**config.mk**
```make
export PLATFORM = sky130hd
export DESIGN_NAME = uart_rx
export DESIGN_NICKNAME = d
export VERILOG_FILES = /design/src/rtl/uart_pkg.sv /design/src/rtl/uart_rx_sampler.sv /design/src/rtl/uart_rx.sv
export SDC_FILE = /design/constraint.sdc
export NUM_CORES = 1
export LEC_CHECK = 0
export ABC_AREA = 0
export BUFFER_PORTS_ARGS = -buffer_cell sky130_fd_sc_hd__clkbuf_2
export CORE_MARGIN = 5
export CORE_UTILIZATION = 61
export CTS_BUF_LIST = sky130_fd_sc_hd__clkbuf_4 sky130_fd_sc_hd__clkbuf_8
export CTS_CLUSTER_SIZE = 30
export DETAILED_ROUTE_END_ITERATION = 16
export PLACE_DENSITY = 0.82
export SETUP_SLACK_MARGIN = 0.02
export SYNTH_ARGS = -nofsm -noshare
export SYNTH_HDL_FRONTEND = slang
export SYNTH_SLANG_ARGS = --single-unit
export TNS_END_PERCENT = 20
```
**constraint.sdc**
```tcl
create_clock -name clk -period 3.6 [get_ports clk]
set_input_delay 0.72 -clock clk [delete_from_list [all_inputs] [get_ports clk]]
set_output_delay 0.72 -clock clk [all_outputs]
set_load 0.005 [all_outputs]
```
**src/rtl/uart_pkg.sv**
```systemverilog
// Shared definitions for the UART receive path.
//   rx_state_e      : receiver FSM state encoding
//   PAR_EVEN/ODD    : parity type selector values
//   PRESCALE_8/16/32: legal oversampling ratios
//   majority3       : 2-of-3 vote used for bit decisions
package uart_pkg;

    typedef enum logic [2:0] {
        IDLE   = 3'd0,
        START  = 3'd1,
        DATA   = 3'd2,
        PARITY = 3'd3,
        STOP   = 3'd4
    } rx_state_e;

    localparam logic PAR_EVEN = 1'b0;
    localparam logic PAR_ODD  = 1'b1;

    localparam logic [5:0] PRESCALE_8  = 6'd8;
    localparam logic [5:0] PRESCALE_16 = 6'd16;
    localparam logic [5:0] PRESCALE_32 = 6'd32;

    function automatic logic majority3(input logic a, input logic b, input logic c);
        return (a & b) | (a & c) | (b & c);
    endfunction

endpackage

```
**src/rtl/uart_rx_sampler.sv**
```systemverilog
// Per-bit timing for the UART receiver: counts clk cycles inside a bit,
// captures the line around mid-bit and resolves the bit by majority vote.
//   clk, reset_n : clock, async active-low reset
//   active       : a frame is in progress; counter is held at 0 otherwise
//   rx_s         : synchronized serial line
//   prescale     : captured clk cycles per bit
//   sampled_bit  : majority of the three mid-bit captures
//   bit_end      : high on the last cycle of the current bit
module uart_rx_sampler
    import uart_pkg::*;
(
    input  logic       clk,
    input  logic       reset_n,
    input  logic       active,
    input  logic       rx_s,
    input  logic [5:0] prescale,
    output logic       sampled_bit,
    output logic       bit_end
);

    logic [5:0] edge_cnt_r;
    logic [5:0] half_s;
    logic [5:0] last_s;
    logic       samp0_r;
    logic       samp1_r;
    logic       bit_r;

    assign half_s = {1'b0, prescale[5:1]};
    // A zero prescale wraps to 63 here, so every bit still ends within 64 cycles.
    assign last_s = prescale - 6'd1;

    assign bit_end     = active && (edge_cnt_r == last_s);
    assign sampled_bit = bit_r;

    // Edge counter: 0..P-1 within each bit, parked at 0 while idle.
    always_ff @(posedge clk or negedge reset_n) begin
        if (!reset_n) begin
            edge_cnt_r <= 6'd0;
        end else if (!active) begin
            edge_cnt_r <= 6'd0;
        end else if (edge_cnt_r == last_s) begin
            edge_cnt_r <= 6'd0;
        end else begin
            edge_cnt_r <= edge_cnt_r + 6'd1;
        end
    end

    // Mid-bit captures; the third capture resolves the vote in the same cycle,
    // so the decision is ready well before the bit-end cycle consumes it.
    always_ff @(posedge clk or negedge reset_n) begin
        if (!reset_n) begin
            samp0_r <= 1'b1;
            samp1_r <= 1'b1;
            bit_r   <= 1'b1;
        end else if (active) begin
            if (edge_cnt_r == half_s - 6'd1) samp0_r <= rx_s;
            if (edge_cnt_r == half_s)        samp1_r <= rx_s;
            if (edge_cnt_r == half_s + 6'd1) bit_r   <= majority3(samp0_r, samp1_r, rx_s);
        end
    end

endmodule

```
**src/rtl/uart_rx.sv**
```systemverilog
// UART receiver: idle-high line, 1 start bit, DATA_WIDTH data bits LSB first,
// optional parity bit, 1 stop bit. Oversampled by a runtime prescale.
//   clk, reset_n : clock, async active-low reset
//   rx_in        : asynchronous serial input
//   par_en       : frame carries a parity bit
//   par_typ      : 0 even, 1 odd parity
//   prescale     : clk cycles per bit (8, 16 or 32)
//   p_data       : last good word, held until the next good frame
//   data_valid   : 1-cycle strobe, p_data updated
//   par_err      : 1-cycle strobe, parity mismatch
//   stp_err      : 1-cycle strobe, stop bit sampled 0
//   busy         : frame in progress
// DATA_WIDTH must be at least 2.
module uart_rx
    import uart_pkg::*;
#(
    parameter int DATA_WIDTH = 8
) (
    input  logic                  clk,
    input  logic                  reset_n,
    input  logic                  rx_in,
    input  logic                  par_en,
    input  logic                  par_typ,
    input  logic [5:0]            prescale,
    output logic [DATA_WIDTH-1:0] p_data,
    output logic                  data_valid,
    output logic                  par_err,
    output logic                  stp_err,
    output logic                  busy
);

    localparam int CNT_W = (DATA_WIDTH > 1) ? $clog2(DATA_WIDTH) : 1;
    localparam logic [CNT_W-1:0] LAST_BIT = CNT_W'(DATA_WIDTH - 1);

    logic                  rx_meta_r;
    logic                  rx_s;
    rx_state_e             state_r;
    rx_state_e             next_s;
    logic                  illegal_s;
    logic [5:0]            prescale_r;
    logic                  par_en_r;
    logic                  par_typ_r;
    logic [CNT_W-1:0]      bit_cnt_r;
    logic [DATA_WIDTH-1:0] shift_r;
    logic                  par_flag_r;
    logic                  sampled_bit_s;
    logic                  bit_end_s;
    logic                  start_det_s;
    logic                  prescale_ok_s;
    logic                  exp_par_s;

    assign start_det_s   = (state_r == IDLE) && !rx_s;
    assign prescale_ok_s = (prescale == PRESCALE_8) || (prescale == PRESCALE_16) ||
                           (prescale == PRESCALE_32);
    assign exp_par_s     = (^shift_r) ^ (par_typ_r == PAR_ODD);

    // Two-flop synchronizer; idles high so reset never looks like a start bit.
    always_ff @(posedge clk or negedge reset_n) begin
        if (!reset_n) begin
            rx_meta_r <= 1'b1;
            rx_s      <= 1'b1;
        end else begin
            rx_meta_r <= rx_in;
            rx_s      <= rx_meta_r;
        end
    end

    uart_rx_sampler u_sampler (
        .clk         (clk),
        .reset_n     (reset_n),
        .active      (state_r != IDLE),
        .rx_s        (rx_s),
        .prescale    (prescale_r),
        .sampled_bit (sampled_bit_s),
        .bit_end     (bit_end_s)
    );

    // FSM state register.
    always_ff @(posedge clk or negedge reset_n) begin
        if (!reset_n) begin
            state_r <= IDLE;
        end else begin
            state_r <= next_s;
        end
    end

    // FSM next-state logic.
    always_comb begin
        next_s    = state_r;
        illegal_s = 1'b0;
        case (state_r)
            IDLE: begin
                if (!rx_s) next_s = START;
                else       next_s = IDLE;
            end
            START: begin
                if (bit_end_s) next_s = sampled_bit_s ? IDLE : DATA;
                else           next_s = START;
            end
            DATA: begin
                if (bit_end_s && (bit_cnt_r == LAST_BIT)) next_s = par_en_r ? PARITY : STOP;
                else                                      next_s = DATA;
            end
            PARITY: begin
                if (bit_end_s) next_s = STOP;
                else           next_s = PARITY;
            end
            STOP: begin
                if (bit_end_s) next_s = IDLE;
                else           next_s = STOP;
            end
            default: begin
                next_s    = IDLE;
                illegal_s = 1'b1;
            end
        endcase
    end

    // Frame configuration capture, bit counter, deserializer and parity flag.
    // Prescale values outside 8/16/32 fall back to 16 so bit timing stays bounded.
    always_ff @(posedge clk or negedge reset_n) begin
        if (!reset_n) begin
            prescale_r <= 6'd0;
            par_en_r   <= 1'b0;
            par_typ_r  <= 1'b0;
            bit_cnt_r  <= {CNT_W{1'b0}};
            shift_r    <= {DATA_WIDTH{1'b0}};
            par_flag_r <= 1'b0;
        end else if (start_det_s) begin
            prescale_r <= prescale_ok_s ? prescale : PRESCALE_16;
            par_en_r   <= par_en;
            par_typ_r  <= par_typ;
            bit_cnt_r  <= {CNT_W{1'b0}};
            par_flag_r <= 1'b0;
        end else if (bit_end_s && (state_r == DATA)) begin
            shift_r   <= {sampled_bit_s, shift_r[DATA_WIDTH-1:1]};
            bit_cnt_r <= bit_cnt_r + CNT_W'(1);
        end else if (bit_end_s && (state_r == PARITY)) begin
            par_flag_r <= (sampled_bit_s != exp_par_s);
        end
    end

    // Registered outputs: strobes fire on the cycle after the stop-bit end.
    always_ff @(posedge clk or negedge reset_n) begin
        if (!reset_n) begin
            p_data     <= {DATA_WIDTH{1'b0}};
            data_valid <= 1'b0;
            par_err    <= 1'b0;
            stp_err    <= 1'b0;
            busy       <= 1'b0;
        end else begin
            data_valid <= 1'b0;
            par_err    <= 1'b0;
            stp_err    <= 1'b0;
            busy       <= (next_s != IDLE);
            if (illegal_s) begin
                p_data <= {DATA_WIDTH{1'b0}};
            end else if ((state_r == STOP) && bit_end_s) begin
                stp_err <= !sampled_bit_s;
                par_err <= par_flag_r;
                if (sampled_bit_s && !par_flag_r) begin
                    data_valid <= 1'b1;
                    p_data     <= shift_r;
                end
            end
        end
    end

endmodule

```
== Word-level counts from Yosys, hierarchy flattened ==
Cells that the tools add are included.

* $add $sub $neg: 5
* Multiply operators: 0
* Divide/modulo/power cells: 0
* $lt $le $gt $ge: 0
* Equal/unequal tests: 16
* Shift operators: 0
* Multiplexer cells: 26
* Bitwise operators: 7
* Reductions and logical operators: 25

{| class="wikitable"
|+ Operator list
! cell !! count
|-
| two-way mux 8 bit || 3
|-
| equality test 6 bit || 3
|-
| two-way mux 3 bit || 6
|-
| two-way mux 6 bit || 3
|-
| case mux 3 bit (5 select lines) || 1
|-
| AND reduction 2 bit || 6
|-
| two-way mux 1 bit || 11
|-
| parity 8 bit || 1
|-
| logical AND 1 bit || 7
|-
| adder 5 x 1 -> 6 bit, second input constant || 1
|-
| adder 6 x 1 -> 6 bit, second input constant || 1
|-
| equality test 3 x 2 -> 1 bit, second input constant || 2
|-
| equality test 3 bit, second input constant || 2
|-
| equality test 6 x 4 -> 1 bit, second input constant || 1
|-
| equality test 6 x 5 -> 1 bit || 1
|-
| equality test 6 x 5 -> 1 bit, second input constant || 1
|-
| equality test 6 bit, second input constant || 1
|-
| nonzero test 3 bit || 2
|-
| subtractor 5 x 1 -> 6 bit, second input constant || 1
|-
| subtractor 6 x 1 -> 6 bit, second input constant || 1
|-
| OR reduction 5 bit || 1
|-
| two-way mux 2 bit || 2
|-
| inequality test 2 x 1 -> 1 bit, second input constant || 2
|-
| nonzero test 2 bit || 2
|-
| 11 further kinds || 17
|}

* Register bits after elaboration: 46
* Bits in latches: 0
* RAM bits: 0
* ROM bits: 0
* Input port bits: 11
* Output and inout bits: 12
* Word-level logic and storage cells: 97
* Memories: 0

== Longest topological paths before layout ==
Gate-level depths: netlist (run 1).

* Depth after elaboration: 7
* Depth in mapped cells: 11
* Mapped depth without buffers: 8

== By module ==
Synthesis (run 1) repeated with hierarchy kept, for this count alone.

* Cells, all modules: 227
* Area, all modules: 2531.2 sq um

{| class="wikitable"
|+ Modules (own cells, without submodules)
! module !! times used !! cells an instance !! area an instance (sq um) !! sequential area each (sq um)
|-
| uart_rx || 1 || 123 || 1582.8 || 928.4
|-
| uart_rx_sampler || 1 || 104 || 948.4 || 229.0
|}

== Least setup slack after synthesis (run 1) ==
OpenSTA, ideal clock, no wires.

* Path type: flip-flop to flip-flop
* From: reg prescale_r[2]
* To: reg busy
* Arrival: 2.703 ns
* Required time: 3.461 ns
* Slack: 0.759 ns
* Cell stages (with the launch flop): 11
* Path buffers: 2
* Path through: dfrtp_1 clkbuf_1 inv_1 ha_1 and2_1 or4_4 a2111oi_2 and2_1 buf_6 nor2b_1 or4_1

* Word-level cells in the longest chain between the ends: 7

{| class="wikitable"
|+ Ends and longest elaborated chain
! element !! line !! text
|-
| start: declaration || uart_rx.sv:40 || <nowiki>logic [5:0] prescale_r;</nowiki>
|-
| start signal: assignment || uart_rx.sv:130 || <nowiki>prescale_r <= prescale_ok_s ? prescale : PRESCALE_16;</nowiki>
|-
| subtractor 6 x 1 -> 6 bit (*) || uart_rx_sampler.sv:30 || <nowiki>assign last_s = prescale - 6'd1;</nowiki>
|-
| equality test 6 bit (*) || uart_rx_sampler.sv:32 || <nowiki>assign bit_end = active && (edge_cnt_r == last_s);</nowiki>
|-
| logical AND 1 bit (*) || uart_rx_sampler.sv:32 ||
|-
| logical AND 1 bit || uart_rx.sv:101 || <nowiki>if (bit_end_s && (bit_cnt_r == LAST_BIT)) next_s = par_en_r ? PARITY : STOP;</nowiki>
|-
| two-way mux 3 bit || uart_rx.sv:101 ||
|-
| case mux 3 bit (5 select lines) (*) || uart_rx.sv:91 || <nowiki>case (state_r)</nowiki>
|-
| nonzero test 3 bit (*) || uart_rx.sv:155 || <nowiki>busy <= (next_s != IDLE);</nowiki>
|-
| end signal: assignment || uart_rx.sv:155 ||
|-
| end: declaration || uart_rx.sv:29 || <nowiki>output logic busy</nowiki>
|}

Mark *: on every way between the ends. The rest lies on a longest branch, timed or not.
A chain may end at the register's enable or synchronous reset.

== Worst setup path after layout (run 1) ==
* From: reg prescale_r[2]
* To: reg shift_r[1]

* Word-level cells in the longest chain between the ends: 5

{| class="wikitable"
|+ Ends and longest elaborated chain
! element !! line !! text
|-
| subtractor 6 x 1 -> 6 bit || uart_rx_sampler.sv:30 ||
|-
| equality test 6 bit || uart_rx_sampler.sv:32 ||
|-
| logical AND 1 bit || uart_rx_sampler.sv:32 ||
|-
| logical AND 1 bit || uart_rx.sv:135 || <nowiki>end else if (bit_end_s && (state_r == DATA)) begin</nowiki>
|-
| AND reduction 2 bit (no source line) || -- ||
|-
| end signal: assignment || uart_rx.sv:127 || <nowiki>shift_r <= {DATA_WIDTH{1'b0}};</nowiki>
|-
| end signal: assignment || uart_rx.sv:136 || <nowiki>shift_r <= {sampled_bit_s, shift_r[DATA_WIDTH-1:1]};</nowiki>
|-
| end: declaration || uart_rx.sv:44 || <nowiki>logic [DATA_WIDTH-1:0] shift_r;</nowiki>
|}

Every way passes these cells.

==> flow_metrics.env, run 1 <==
export IMPL_fin_crit_ps=3000
export IMPL_dp_hpwl_um=3580
export IMPL_top_level_ports=23
export IMPL_post_cts_buffers=0
export IMPL_avgSynthCellArea_um2=10.2
export IMPL_route_detailed_drc=0
export IMPL_timing_final_crit_share_pct=83.5
export IMPL_ir_drop_mv=0.349
export IMPL_synthFlopType="dfrtp_1"
export IMPL_die_area_mm2=0.00543
export IMPL_grt_overflow=0
export IMPL_syn_inst=242
export IMPL_wirelength_um=4780
export IMPL_max_stage_delay_ps=510
export IMPL_gp_congestion=0.934
export IMPL_cts_resized=0
export IMPL_async_flop_share_pct=100
export IMPL_yosys_warnings=0
export IMPL_cts_buffers=5
export IMPL_share_comb_of_total_power_pct=31.8
export IMPL_slew_violations=0
export IMPL_power_switching_mw=0.592
export IMPL_synth_fp_nets=260
export IMPL_timing_hold_ws_ps=362
export IMPL_grt_usage_pct=19.7
export IMPL_synth_area_leaders="dfrtp_1, xnor2_1, mux2i_1"
export IMPL_globalRouteMet1Util_pct=25.7
export IMPL_syn_to_final_growth_pct=9.36
export IMPL_setup_violations=0
export IMPL_fmax_mhz=333
export IMPL_grt_pass1_vias=1804
export IMPL_avgViaCountPerCell=5.70
export IMPL_ys_seq_area_share_pct=46.8
export IMPL_cp_top_family="simple AND/OR/NAND/NOR gates"
export IMPL_ctsHoldBuffers=0
export IMPL_rsz0062_at_grt="false"
export IMPL_cts_tree="built"
export IMPL_via_count=1789
export IMPL_p_per_area_mw_per_mm2=599
export IMPL_port_buffer_count=22
export IMPL_fill_cells=304
export IMPL_dp_slack_ps=627
export IMPL_path_buf_inv=2
export IMPL_cp_common_cell="and2_1"
export IMPL_cts_buffer_depth=2
export IMPL_netlist_area_leader_share_pct=41.5
export IMPL_htreeDepth=2
export IMPL_final_net_count=281
export IMPL_path_cells="inv_1 -> ha_1 -> and2_1 -> or4_4 -> a2111oi_2 -> and2_1 -> nand3b_1 -> buf_4 -> mux2i_1"
export IMPL_start_util_pct=62.3
export IMPL_required_ps=3780
export IMPL_fin_ws_ps=595
export IMPL_final_common_cell="dfrtp_1"
export IMPL_die_h_um=73.7
export IMPL_drive_gt1_share_pct=17.8
export IMPL_ant_nets=0
export IMPL_cp_start_kind="flip-flop"
export IMPL_core_area_mm2=0.00397
export IMPL_path_class="flip-flop to flip-flop"
export IMPL_synth_area_mm2=0.00247
export IMPL_cp_arrival_ps=3190
export IMPL_synth_top_area_cell="dfrtp_1"
export IMPL_drt_first_pass_iters=4
export IMPL_power_mw=1.62
export IMPL_p_leak_nw=1.33
export IMPL_insertion_delay_ps=300
export IMPL_grt_busiest_layer="met2"
export IMPL_critPathSlowestCell="dfrtp_1"
export IMPL_hp_class="flip-flop to flip-flop"
export IMPL_grt_util_met2_pct=32.8
export IMPL_clock_sinks=46
export IMPL_grt_max_degree=26
export IMPL_slew_headroom_pct=59.1
export IMPL_p_sw_share_pct=36.6
export IMPL_final_cell_mix="dfrtp_1, xnor2_1, nand2_1"
export IMPL_rows=23
export IMPL_p_clk_share_pct=20.1
export IMPL_synth_seq_cells=46
export IMPL_synth_edf_count=0
export IMPL_intPower_mw=1.03
export IMPL_pwr_share_seq_pct=48.2
export IMPL_tns_ps=0
export IMPL_seqCellArea_mm2=0.00116
export IMPL_clock_skew_ps=10.8
export IMPL_dp_cells=306
export IMPL_cp_max_fo=8
export IMPL_status="complete, no violations"
export IMPL_use_met3_pct=4.38
export IMPL_fin_cells=314
export IMPL_n_antenna_cell=0
export IMPL_multi_input_area_mm2=0.00119
export IMPL_root_buffer="clkbuf_8"
export IMPL_grt_pass1_wl_um=8290
export IMPL_antenna_found_initial=0
export IMPL_maxCapViolCount=0
export IMPL_endpoint_kind="flip-flop"
export IMPL_synth_cell_types=46
export IMPL_wl_per_cell_um=15.2
export IMPL_hold_viol_final=0
export IMPL_drt_first_iter_violations=121
export IMPL_clk_pin_slew_ps=80
export IMPL_worst_slew_pin_slew_ps=610
export IMPL_die_w_um=73.7
## flip-flops by register name, summed over array words and instances, names as in the netlist, 3 cells and up
signal and count:
p_data 8, shift_r 8, prescale_r 6, u_sampler.edge_cnt_r 6, bit_cnt_r 3, state_r 3
## logic make-up (layout without fill, tap and decap cells)
family / after synthesis / after routing / synth area share [%]
xor+xnor: 31 / 31 / 11.0
flops: 46 / 46 / 46.8
mux: 24 / 24 / 9.91
compound gates: 23 / 23 / 6.73
simple gates: 80 / 80 / 16.4
fa+ha+maj: 8 / 8 / 3.95
buf+inv: 30 / 52 / 5.26
## synth_stat cells, drive strengths merged (2+ instances only)
library cell and n:
nand4 3, clkbuf 7, mux2 4, nor2 18, nor4 3, buf 5, nor3 3, and2 2
o211ai 2, o21ai 5, nand3b 3, or4 3, a21oi 2, xor2 7, xnor2 24, and3 2
dfstp 5, nand2 24, or3 2, dfrtp 41, nor2b 2, mux2i 20, ha 7, o31ai 4
a211oi 2, nand3 6, inv 18, nand2b 4
## final cells by class
type                            count  area share (%)
Multi-Input combinational cell    166            43.8
Sequential cell                    46            42.8
Timing Repair Buffer               26            5.18
Clock buffer                        7            3.10
Inverter                           18            2.50
Tap cell                           50            2.31
Clock inverter                      1           0.278
## worst paths after layout
path,slack (ps),from,end,cells after the start
min in group asynchronous,390,reset_n,u_sampler.edge_cnt_r[5],1
worst min-delay path,360,rx_meta_r,rx_s,0
worst max register to register,600,prescale_r[2],shift_r[1],9
worst max-delay path,600,prescale_r[2],shift_r[1],9
max in group asynchronous,2420,reset_n,rx_meta_r,2
worst min register to register,360,rx_meta_r,rx_s,0
## metal layers
metal	wire length, µm	share of wire (%)
met5	0	0
met4	85	1.8
met2	2360	49
met1	2090	44
met3	249	5.2
## worst reg2reg max path: cells and delay by family (launching register included)
kind | cells | cell delay, ps
fa+ha+maj | 1 | 220
compound gates | 1 | 380
mux | 1 | 120
simple gates | 4 | 1210
flops | 1 | 510
buf+inv | 2 | 460
## per-stage QoR
stage,util [%],cell area (µm²)
2_1_floorplan,-,2470
4_1_cts,68.1,2710
6_report,68.1,2710
5_1_grt,68.1,2710
3_3_place_gp,65.8,2610
3_5_place_dp,65.8,2610
## power groups by stage
stage / Combinational, mW / Sequential, mW / Clock [mW]
after floorplan: 0.488 / 0.688 / 0
after global placement: 0.498 / 0.776 / 0
after detailed placement: 0.516 / 0.786 / 0
after CTS: 0.521 / 0.776 / 0.332
after global routing: 0.577 / 0.796 / 0.352
final: 0.515 / 0.780 / 0.325
Note: power is estimated with default switching activity, not from simulation.
==> inputs of run 2 (changes only) <==
==> constraint.sdc (replaced) <==
create_clock -name clk -period 2.9 [get_ports clk]
set_input_delay 0.58 -clock clk [delete_from_list [all_inputs] [get_ports clk]]
set_output_delay 0.58 -clock clk [all_outputs]
set_load 0.005 [all_outputs]
==> run 2 against run 1 <==
Non-clock buffer count increased by 4. Cell count increased by 1.3%. Combinational power increased by 34%. Fmax increased by 12%. Power increased by 26%. Die area unchanged.
==> flow_metrics.env, run 2 (synthesis gave the netlist of run 1 again) <==
export IMPL_critPathSlowestCell="or4_1"
export IMPL_hp_class="input port to asynchronous set/reset pin"
export IMPL_final_common_cell="dfrtp_1"
export IMPL_grt_overflow=0
export IMPL_die_area_mm2=0.00543
export IMPL_fmax_mhz=371
export IMPL_hold_viol_final=0
export IMPL_core_area_mm2=0.00397
export IMPL_tns_ps=0
export IMPL_clk_pin_slew_ps=90
export IMPL_path_class="flip-flop to flip-flop"
export IMPL_ant_nets=0
export IMPL_rsz0062_at_grt="false"
export IMPL_rrSetupSlack_ps=210
export IMPL_grt_pass1_vias=1816
export IMPL_rows=23
export IMPL_top_level_ports=23
export IMPL_cts_buffer_depth=2
export IMPL_slew_violations=0
export IMPL_drt_first_pass_iters=4
export IMPL_die_h_um=73.7
export IMPL_grt_pass1_wl_um=8720
export IMPL_wirelength_um=4900
export IMPL_final_cell_mix="dfrtp_1, xnor2_1, nand2_1"
export IMPL_drive_gt1_share_pct=19.4
export IMPL_drt_first_iter_violations=169
export IMPL_grt_max_degree=36
export IMPL_antenna_found_initial=0
export IMPL_root_buffer="clkbuf_8"
export IMPL_required_ps=3080
export IMPL_reg_top3="p_data (8), shift_r (8)"
export IMPL_clock_sinks=46
export IMPL_via_count=1803
export IMPL_slew_headroom_pct=53.4
export IMPL_cts_buffers=5
export IMPL_timing_final_crit_share_pct=92.8
export IMPL_final_area_mm2=0.00275
export IMPL_endpoint_kind="flip-flop"
export IMPL_ir_drop_mv=0.369
export IMPL_final_net_count=285
export IMPL_cp_start_kind="flip-flop"
export IMPL_max_stage_delay_ps=530
export IMPL_avgViaCountPerCell=5.67
export IMPL_r2r_start="prescale_r[1]"
export IMPL_cts_tree="built"
export IMPL_fin_crit_ps=2690
export IMPL_post_cts_buffers=0
export IMPL_port_buffer_count=22
export IMPL_htreeDepth=2
export IMPL_wl_per_cell_um=15.4
export IMPL_setup_worst_path_start="prescale_r[1]"
export IMPL_fill_cells=307
export IMPL_grt_usage_pct=21.1
export IMPL_dpl_cell_area_mm2=0.00264
export IMPL_worst_slew_pin_slew_ps=694
export IMPL_status="complete, no violations"
export IMPL_n_antenna_cell=0
export IMPL_route_detailed_drc=0
export IMPL_start_util_pct=62.3
export IMPL_p_per_area_mw_per_mm2=740
export IMPL_insertion_delay_ps=300
export IMPL_gp_congestion=0.879
export IMPL_cp_max_fo=4
export IMPL_path_cells="inv_1 -> ha_1 -> and2_1 -> or4_4 -> a2111oi_4 -> and2_4 -> a221oi_1 -> or4_1"
export IMPL_clock_skew_ps=8.13
export IMPL_p_leak_nw=1.35
export IMPL_dp_hpwl_um=3460
export IMPL_maxCapViolCount=0
export IMPL_post_route_util_pct=69.2
export IMPL_die_w_um=73.7
export IMPL_cp_arrival_ps=2870
export IMPL_timing_hold_ws_ps=144
export IMPL_setup_violations=0
export IMPL_syn_to_final_growth_pct=11.1
==> run 2: critical path, delay by kind of cell (launching register included) <==
kind	cells	cell delay, ps
AND/OR/NAND/NOR	4	1410
AO/OA/AOI/OAI	2	470
flip-flops	1	380
adder cells (fa/ha/maj)	1	220
buffers and inverters	1	100
==> run 2: per-layer routing <==
| layer | track usage, % | wire, µm | vias up |
|---|---|---|---|
| met4 | 6.24 | 62 | 0 |
| met3 | 3.83 | 194 | 5 |
| met2 | 33.5 | 2360 | 37 |
| li1 | - | - | 859 |
| met1 | 29.5 | 2280 | 902 |
| met5 | 0 | 0 | - |
==> run 2: repair_timing <==
action                                  CTS  global route
hold buffers                              0             0
resized for setup                         0             2
endpoints found under the setup margin    0            15
==> run 2: cell type report <==
class | instances | area (µm²) | share of cell area (%)
Sequential cell | 46 | 1160 | 42.1
Clock inverter | 3 | 21.3 | 0.774
Inverter | 18 | 67.6 | 2.46
Clock buffer | 5 | 68.8 | 2.50
Tap cell | 50 | 62.6 | 2.28
Multi-Input combinational cell | 166 | 1200 | 43.7
Timing Repair Buffer | 30 | 170 | 6.19
==> run 2: path summary, 6_finish.rpt <==
kind                                         end  depth (start not counted)
max in group asynchronous  u_sampler.sampled_bit                          2
min in group clk                       rx_meta_r                          1
max                                         busy                          8
max reg2reg                                 busy                          8
min reg2reg                                 rx_s                          0
min                                   state_r[0]                          1
==> run 2: through the flow <==
| stage | total power [mW] | setup WS, ps | cells |
|---|---|---|---|
| 3_5_place_dp | 1.61 | 207 | 310 |
| 4_1_cts | 2.01 | 164 | 318 |
| 5_1_grt | 2.16 | 57.3 | 318 |
| 3_3_place_gp | 1.59 | 288 | 310 |
| 6_report | 2.03 | 208 | 318 |
| 2_1_floorplan | 1.46 | 58.7 | 242 |
==> run 2: where the power goes <==
part           internal (mW)  leakage (nW)  switching [mW]
Clock                  0.170        0.0441           0.227
Combinational          0.332         0.706           0.357
Sequential             0.771         0.597           0.178
Total                   1.27          1.35           0.762
